==> config.mk <==
export PLATFORM = sky130hd
export DESIGN_NAME = apb_master_arbiter_flat
export DESIGN_NICKNAME = d
export VERILOG_FILES = /design/src/rtl/apb_master_arbiter_if.sv /design/src/rtl/apb_master_arbiter.sv /design/src/flat_wrapper.sv
export SDC_FILE = /design/constraint.sdc
export NUM_CORES = 1
export LEC_CHECK = 0
export CAP_MARGIN = 20
export CORE_ASPECT_RATIO = 0.6
export CORE_MARGIN = 2
export CORE_UTILIZATION = 41
export CTS_CLUSTER_DIAMETER = 40
export DETAILED_ROUTE_END_ITERATION = 6
export PLACE_DENSITY = 0.86
export SYNTH_ARGS = -nofsm -noshare
export SYNTH_HDL_FRONTEND = slang
export SYNTH_SLANG_ARGS = --single-unit
==> constraint.sdc <==
create_clock -name PCLK -period 3.4 [get_ports PCLK]
set_input_delay 0.68 -clock PCLK [delete_from_list [all_inputs] [get_ports PCLK]]
set_output_delay 0.68 -clock PCLK [all_outputs]
set_load 0.1 [all_outputs]
==> src/rtl/apb_master_arbiter_if.sv <==
// APB bus bundle between apb_master_arbiter (master modport) and the UART register slave.
interface apb_master_arbiter_if #(
  parameter int ADDR_W = 32,
  parameter int DATA_W = 32,
  parameter int PSEL_W = 16
);
  logic [ADDR_W-1:0] PADDR;
  logic [PSEL_W-1:0] PSEL;
  logic              PENABLE;
  logic              PWRITE;
  logic [DATA_W-1:0] PWDATA;
  logic [DATA_W-1:0] PRDATA;
  logic              PREADY;
  logic              PSLVERR;

  modport master (
    output PADDR, PSEL, PENABLE, PWRITE, PWDATA,
    input  PRDATA, PREADY, PSLVERR
  );

  modport slave (
    input  PADDR, PSEL, PENABLE, PWRITE, PWDATA,
    output PRDATA, PREADY, PSLVERR
  );
endinterface

==> src/rtl/apb_master_arbiter.sv <==
// Two-requester round-robin APB master sharing one bus toward the UART register slave.
// Optional ACCESS wait-state timeout is enabled by defining APB_TIMEOUT_EN.
module apb_master_arbiter #(
  parameter int ADDR_W    = 32,
  parameter int DATA_W    = 32,
  parameter int PSEL_W    = 16,
  parameter int SLV_IDX   = 0,
  parameter int TO_CYCLES = 64
) (
  input  logic                PCLK,
  input  logic                PRESET,
  input  logic [1:0]          req,
  input  logic [1:0]          req_write,
  input  logic [2*ADDR_W-1:0] req_addr,
  input  logic [2*DATA_W-1:0] req_wdata,
  output logic [1:0]          done,
  output logic [DATA_W-1:0]   rsp_rdata,
  output logic                rsp_err,
  apb_master_arbiter_if.master apb
);

  localparam logic [1:0] ST_IDLE   = 2'd0;
  localparam logic [1:0] ST_SETUP  = 2'd1;
  localparam logic [1:0] ST_ACCESS = 2'd2;

  localparam logic [PSEL_W-1:0] SEL_ONEHOT = PSEL_W'(1) << SLV_IDX;

  if (SLV_IDX < 0 || SLV_IDX >= PSEL_W || TO_CYCLES < 1) begin : g_bad_params
    $error("apb_master_arbiter: illegal parameter combination");
  end

  logic [1:0] state;
  logic       rr_ptr;
  logic       win_idx;
  logic [1:0] idle_req;
  logic [1:0] exit_req;
  logic [1:0] cand;
  logic       pick;
  logic       xfer_end;
  logic       do_grant;

  // A requester still sees its own done pulse for one cycle, so its req is masked then.
  always_comb begin
    idle_req = req & ~done;
    exit_req = req & ~(2'b01 << win_idx);
    cand     = (state == ST_IDLE) ? idle_req : exit_req;
    case (cand)
      2'b01:   pick = 1'b0;
      2'b10:   pick = 1'b1;
      default: pick = rr_ptr;
    endcase
    do_grant = ((state == ST_IDLE) && (|idle_req)) ||
               ((state == ST_ACCESS) && xfer_end && (|exit_req));
  end

`ifdef APB_TIMEOUT_EN
  localparam int TO_W = $clog2(TO_CYCLES + 1);
  logic [TO_W-1:0] to_cnt;

  always_ff @(posedge PCLK) begin
    if (PRESET) begin
      to_cnt <= '0;
    end else if (state == ST_SETUP) begin
      to_cnt <= '0;
    end else if ((state == ST_ACCESS) && !apb.PREADY) begin
      to_cnt <= to_cnt + 1'b1;
    end
  end

  assign xfer_end = apb.PREADY || (to_cnt == TO_W'(TO_CYCLES - 1));
`else
  assign xfer_end = apb.PREADY;
`endif

  always_ff @(posedge PCLK) begin
    if (PRESET) begin
      state       <= ST_IDLE;
      rr_ptr      <= 1'b0;
      win_idx     <= 1'b0;
      done        <= 2'b00;
      rsp_rdata   <= '0;
      rsp_err     <= 1'b0;
      apb.PSEL    <= '0;
      apb.PENABLE <= 1'b0;
      apb.PADDR   <= '0;
      apb.PWRITE  <= 1'b0;
      apb.PWDATA  <= '0;
    end else begin
      done <= 2'b00;

      // A transfer that ends without PREADY was cut off by the timeout.
      if ((state == ST_ACCESS) && xfer_end) begin
        done      <= 2'b01 << win_idx;
        rsp_rdata <= (apb.PREADY && !apb.PWRITE) ? apb.PRDATA : '0;
        rsp_err   <= apb.PREADY ? apb.PSLVERR : 1'b1;
      end

      if (do_grant) begin
        state       <= ST_SETUP;
        win_idx     <= pick;
        rr_ptr      <= ~pick;
        apb.PSEL    <= SEL_ONEHOT;
        apb.PENABLE <= 1'b0;
        apb.PADDR   <= pick ? req_addr[ADDR_W +: ADDR_W]  : req_addr[0 +: ADDR_W];
        apb.PWDATA  <= pick ? req_wdata[DATA_W +: DATA_W] : req_wdata[0 +: DATA_W];
        apb.PWRITE  <= req_write[pick];
      end else begin
        case (state)
          ST_IDLE: ;
          ST_SETUP: begin
            state       <= ST_ACCESS;
            apb.PENABLE <= 1'b1;
          end
          ST_ACCESS: begin
            if (xfer_end) begin
              state       <= ST_IDLE;
              apb.PSEL    <= '0;
              apb.PENABLE <= 1'b0;
            end
          end
          default: state <= ST_IDLE;
        endcase
      end
    end
  end

endmodule
==> src/flat_wrapper.sv <==
// flat-port wrapper written by rule: the top's interface ports become plain ports
module apb_master_arbiter_flat 
#(
  parameter int ADDR_W    = 32,
  parameter int DATA_W    = 32,
  parameter int PSEL_W    = 16,
  parameter int SLV_IDX   = 0,
  parameter int TO_CYCLES = 64
)
  (PCLK, PRESET, req, req_write, req_addr, req_wdata, done, rsp_rdata, rsp_err, apb_PADDR, apb_PSEL, apb_PENABLE, apb_PWRITE, apb_PWDATA, apb_PRDATA, apb_PREADY, apb_PSLVERR);
  apb_master_arbiter_if #(.ADDR_W(ADDR_W), .DATA_W(DATA_W), .PSEL_W(PSEL_W)) apb_i ();
  input  logic PCLK;
  input  logic PRESET;
  input  logic [1:0] req;
  input  logic [1:0] req_write;
  input  logic [2*ADDR_W-1:0] req_addr;
  input  logic [2*DATA_W-1:0] req_wdata;
  output logic [1:0] done;
  output logic [DATA_W-1:0] rsp_rdata;
  output logic rsp_err;
  output wire logic [$bits(apb_i.PADDR)-1:0] apb_PADDR;
  output wire logic [$bits(apb_i.PSEL)-1:0] apb_PSEL;
  output wire logic [$bits(apb_i.PENABLE)-1:0] apb_PENABLE;
  output wire logic [$bits(apb_i.PWRITE)-1:0] apb_PWRITE;
  output wire logic [$bits(apb_i.PWDATA)-1:0] apb_PWDATA;
  input wire logic [$bits(apb_i.PRDATA)-1:0] apb_PRDATA;
  input wire logic [$bits(apb_i.PREADY)-1:0] apb_PREADY;
  input wire logic [$bits(apb_i.PSLVERR)-1:0] apb_PSLVERR;
  assign apb_PADDR = apb_i.PADDR;
  assign apb_PSEL = apb_i.PSEL;
  assign apb_PENABLE = apb_i.PENABLE;
  assign apb_PWRITE = apb_i.PWRITE;
  assign apb_PWDATA = apb_i.PWDATA;
  assign apb_i.PRDATA = apb_PRDATA;
  assign apb_i.PREADY = apb_PREADY;
  assign apb_i.PSLVERR = apb_PSLVERR;
  apb_master_arbiter #(.ADDR_W(ADDR_W), .DATA_W(DATA_W), .PSEL_W(PSEL_W), .SLV_IDX(SLV_IDX), .TO_CYCLES(TO_CYCLES)) u_core (.PCLK(PCLK), .PRESET(PRESET), .req(req), .req_write(req_write), .req_addr(req_addr), .req_wdata(req_wdata), .done(done), .rsp_rdata(rsp_rdata), .rsp_err(rsp_err), .apb(apb_i));
endmodule
After elaboration in Yosys (flattened, before gate mapping)

Index checks and enable logic that the tools add are counted.

Flip-flop bits (word level): 106
Bits in latches: 0
Memory bits (writable): 0
Bits in read-only memories: 0
Input bits: 168
Output and inout bits: 117
Logic and storage cells: 62
Memories: 0

Add/sub/neg operators: 0
Multipliers: 0
Divide/modulo/power cells: 0
Magnitude comparators: 1
Eq/ne operators: 7
Shifts and indexed selects: 1
Mux-type cells: 16
Bitwise operators: 7
Reduce and logical (&&, ||, !) cells: 18

Operators by type and width:

| cell                | count |
|---|---|
| $mux 32             | 3 |
| $mux 1              | 8 |
| $reduce_and 2->1    | 4 |
| $reduce_or 2->1     | 4 |
| $pmux 2 s3          | 1 |
| $reduce_bool 2->1   | 3 |
| $and 2x2->2         | 2 |
| $eq 2x1->1 const B  | 2 |
| $eq 2x2->1 const B  | 2 |
| $logic_and 1x1->1   | 4 |
| $mux 2              | 2 |
| $not 2->2           | 2 |
| $pmux 1 s2          | 2 |
| $ne 3x2->1 const B  | 1 |
| $not 1->1           | 3 |
| $logic_not 2->1     | 1 |
| $lt 1x2->1 const B  | 1 |
| $ne 2x1->1 const B  | 1 |
| $ne 2x2->1 const B  | 1 |
| $shl 1x1->2 const A | 1 |
| $logic_not 1->1     | 1 |
| $logic_or 1x1->1    | 1 |

Logic depth before layout (Yosys ltp)

Depth after elaboration: 8
Mapped depth: 9
Mapped depth without buffers: 7

Least setup slack after synthesis

OpenSTA, ideal clock, no wires.

Path kind: flip-flop to flip-flop
Start: register u_core.done[1]
End: register u_core.apb.PADDR[21]
Library setup time: 0.146 ns
Arrival time: 2.510 ns
Required time: 3.254 ns
Slack: 0.744 ns
Stages on the path, launching flop included: 9
Buffers on the path: 2
Clock period less this slack: 2.656 ns
Path through: dfxtp_1 > nand2_1 > and3_1 > ha_1 > mux2i_1 > buf_4 > buf_2 > mux2i_1 > a211oi_2

Word-level cells in the longest chain between the ends: 6
Elaborated cells on any way between the ends: 10
Classes of those cells: eq/ne: 2; mux: 3; bitwise: 2; reduce/logical: 3

Ends and longest elaborated chain:

| item                                            | RTL line                    | text |
|---|---|---|
| start: declaration                              | apb_master_arbiter.sv:16    | `output logic [1:0] done,` |
| start signal: assignment                        | apb_master_arbiter.sv:93    | `done <= 2'b01 << win_idx;` |
| $not 2->2 *                                     | apb_master_arbiter.sv:44    | `idle_req = req & ~done;` |
| $and 2x2->2 *                                   | apb_master_arbiter.sv:44    |  |
| $mux 2                                          | apb_master_arbiter.sv:46    | `cand = (state == ST_IDLE) ? idle_req : exit_req;` |
| $eq 2x2->1 / $eq 2x1->1 (equally long branches) | apb_master_arbiter.sv:47    | `case (cand)` |
| $pmux 1 s2                                      | apb_master_arbiter.sv:47    |  |
| $mux 32                                         | apb_master_arbiter.sv:104   | `apb.PADDR <= pick ? req_addr[ADDR_W +: ADDR_W] : req_addr[0 +: ADDR_W];` |
| end signal: assignment                          | apb_master_arbiter.sv:104   |  |
| end: declaration                                | apb_master_arbiter_if.sv:17 | `output PADDR, PSEL, PENABLE, PWRITE, PWDATA,` |

Every way passes the cells marked *; elsewhere a longest branch is shown, timed or not.
A chain may end at the register's enable or synchronous reset.

Worst setup path in the final report

Start: register u_core.apb.PWDATA[23]
End: output apb_PWDATA[23]

RTL lines:

| item                     | RTL line                    | text |
|---|---|---|
| start: declaration       | apb_master_arbiter_if.sv:17 |  |
| start signal: assignment | apb_master_arbiter.sv:105   | `apb.PWDATA <= pick ? req_wdata[DATA_W +: DATA_W] : req_wdata[0 +: DATA_W];` |
| end: declaration         | flat_wrapper.sv:25          | `output wire logic [$bits(apb_i.PWDATA)-1:0] apb_PWDATA;` |

No word-level cell between the ends.

==> qor.txt <==
status - finished clean
top-count cell post-synth - dfxtp_1
Slew Viols, Final - 0
Core Area - 11,410 um2
Rows - 30
Yosys top cell by area - dfxtp_1
initial DRC count - 187
Final Cell Area - 7780 um2
Max Cap Viol - 0
vias in the first global route - 4,533
DR vias - 4,601
largest net degree at the start of global routing - 69
CP Cell Sequence - clkdlybuf4s50_1
Yosys warnings - 0
TNS Setup - 0 ps
RSZ-0062 raised after global routing - false
Area Overhead vs Synth - 60.13%
GRT overflow - 0
mean post-synth cell area - 9.659 um2
wire per inst - 16.73 um
Vert. Die Dim - 88.32 um
CTS root buf - clkbuf_16
Hold/Removal Path Class - reg -> reg
hpwl dp - 11,200 um
crit path from - u_core.apb.PWDATA[23]
HP Start - u_core.rsp_err
hold buffers post-CTS - 0
Die W - 144.5 um
Worst-Skew Late Latency - 340 ps
GRT Resource Usage Total - 22.68%
Synth Cell Area - 4858 um2
full die area - 12,770 um2
commonest cells in the synthesized netlist - dfxtp_1, nor3_1, mux2i_1, a21oi_1, nor2_1
reg-to-reg startpoint - u_core.state[0]
Post-DRT Antenna Nets - 0
Critical Path RT - 2720 ps
CTS Sinks - 106
clk buf depth - 2
CTS buffer count - 9
fraction of layout cells with a size suffix above 1 - 13.42%
Final Critical Period - 2535 ps
Worst EP arrival - 1860 ps
WP depth - 1
Seq/Total Area, Yosys - 43.68%
Worst Setup End Kind - output port
first drt pass iteration count - 4
R2R setup slack - 930 ps
dpl cell area - 7477 um2
Final period util - 74.56%
Power Density - 601.2 nW/um2
R2R depth - 8
Largest stage delay, worst path - 1170 ps
Main synth FF type - dfxtp_1
clk slew on worst S/H paths - 70 ps
first-pass GRT wire length - 22,930 um
Slowest cell on crit path - clkdlybuf4s50_1
Max-slew headroom - 31.95%
setup bufs post-CTS - 0
critical path type - reg -> out
vias per cell - 5.084
WHS Path Cells - 2
DRC - 0
delay-heaviest family, CP - buffers and inverters
transition time of the tightest slew-check pin - 1018 ps
final clock skew - 8.240 ps
Synth top area share - 43.68%
Layout Nets - 909
Cell variety after synth - 27
Worst IR Drop VDD - 0.3204 mV
Final Hold Fails - 0
ys async rst share - 0%
fmax - 394.5 MHz
number of synthesized flops with an enable pin - 0
Synth Instances - 503
startpoint type of the worst setup path - register
synthesis-stage register bit count - 106
Total Routed Length - 15,150 um
crit-path max FO - 2
IO buf count - 269
diode count - 0
largest cells by area after synthesis - dfxtp_1, mux2i_1, a211oi_2
CTS tree - built
# resized after CTS - 0
Crit path buffers/inverters - 1
I/O Pins - 285
Starting Density - 42.58%
Placer Congestion - 0.8276
Filler cells - 908
Setup violations, final - 0
Pleak - 3.145 nW
CTS H-tree lvls - 3
initial antenna violation count - 0
## metrics by stage
stage	setup WS, ps	power [W]	hold slack (ps)	util [%]	std cells
3_3_place_gp	602.2	0.003621	446.3	65.53	889
6_report	864.9	0.004678	463.7	68.18	905
2_1_floorplan	744.2	0.003100	480.4	-	517
4_1_cts	855.4	0.004713	466.8	68.18	905
3_5_place_dp	543.8	0.003660	457.0	65.53	889
5_1_grt	816.0	0.004854	498.3	68.18	905
## worst min-delay path: stages, from the launching register on
cell and delay (ps):
dfxtp_1 310, nand2_1 50, a21oi_1 60
## power by group
group | switching, W | leakage (nW) | internal (W)
clock | 0.000455 | 0.147 | 0.000596
combinational | 0.00150 | 2.13 | 0.000657
sequential | 0.0000837 | 0.873 | 0.00138
total | 0.00204 | 3.15 | 0.00263
## cell type report
class	instances	area [um2]	area share, %
Clock inverter	5	60.06	0.7720
Clock buffer	11	242.7	3.120
Timing Repair Buffer	279	2708	34.80
Sequential cell	106	2122	27.28
Inverter	2	7.507	0.09649
Tap cell	160	200.2	2.573
Multi-Input combinational cell	342	2440	31.36
## placed cells by master, fill, tap and decap left out, types with 2 or more instances in the layout
master,netlist,final
a211oi_1,35,35
a211oi_2,30,30
a21oi_1,37,37
and3_1,2,2
buf_12,0,3
buf_4,17,46
clkbuf_16,0,9
clkdlybuf4s50_1,0,230
conb_1,1,15
dfxtp_1,106,106
inv_1,2,2
inv_6,0,2
mux2i_1,67,66
nand2_1,6,6
nand2b_1,2,2
nor2_1,37,37
nor3_1,68,68
nor3b_1,32,32
o21ai_0,3,3
## cell families after synthesis
kind of cell	share of synthesized area, %
and+or+nand+nor	16.74
AOI/OAI and AO/OA	17.85
DFF	43.68
buffers and inverters	7.597
muxes	13.80
adders and majority gates	0.2575
other	0.07719
## path summary, 6_finish.rpt
| kind | to |
|---|---|
| max | apb_PWDATA[23] |
| min | u_core.rsp_err |
| max reg2reg | u_core.apb.PWDATA[0] |
| min reg2reg | u_core.rsp_err |
## sequential cells by signal (all words and copies together), names as in the netlist
name                count
u_core.win_idx          1
u_core.state            2
u_core.done             2
u_core.apb.PENABLE      1
u_core.apb.PWRITE       1
u_core.rr_ptr           1
u_core.rsp_rdata       32
u_core.apb.PADDR       32
u_core.apb.PWDATA      32
u_core.apb.PSEL         1
u_core.rsp_err          1
## metal layers
layer	routed length, um	vias up	part of all wire [%]	track usage, %
met5	0	-	0	0
met4	208	0	1.4	5.207
met3	1139	17	7.5	6.439
met2	7432	181	49	40.59
met1	6364	2141	42	27.45
li1	-	2262	-	-
Power figures use the tool's default switching activity.
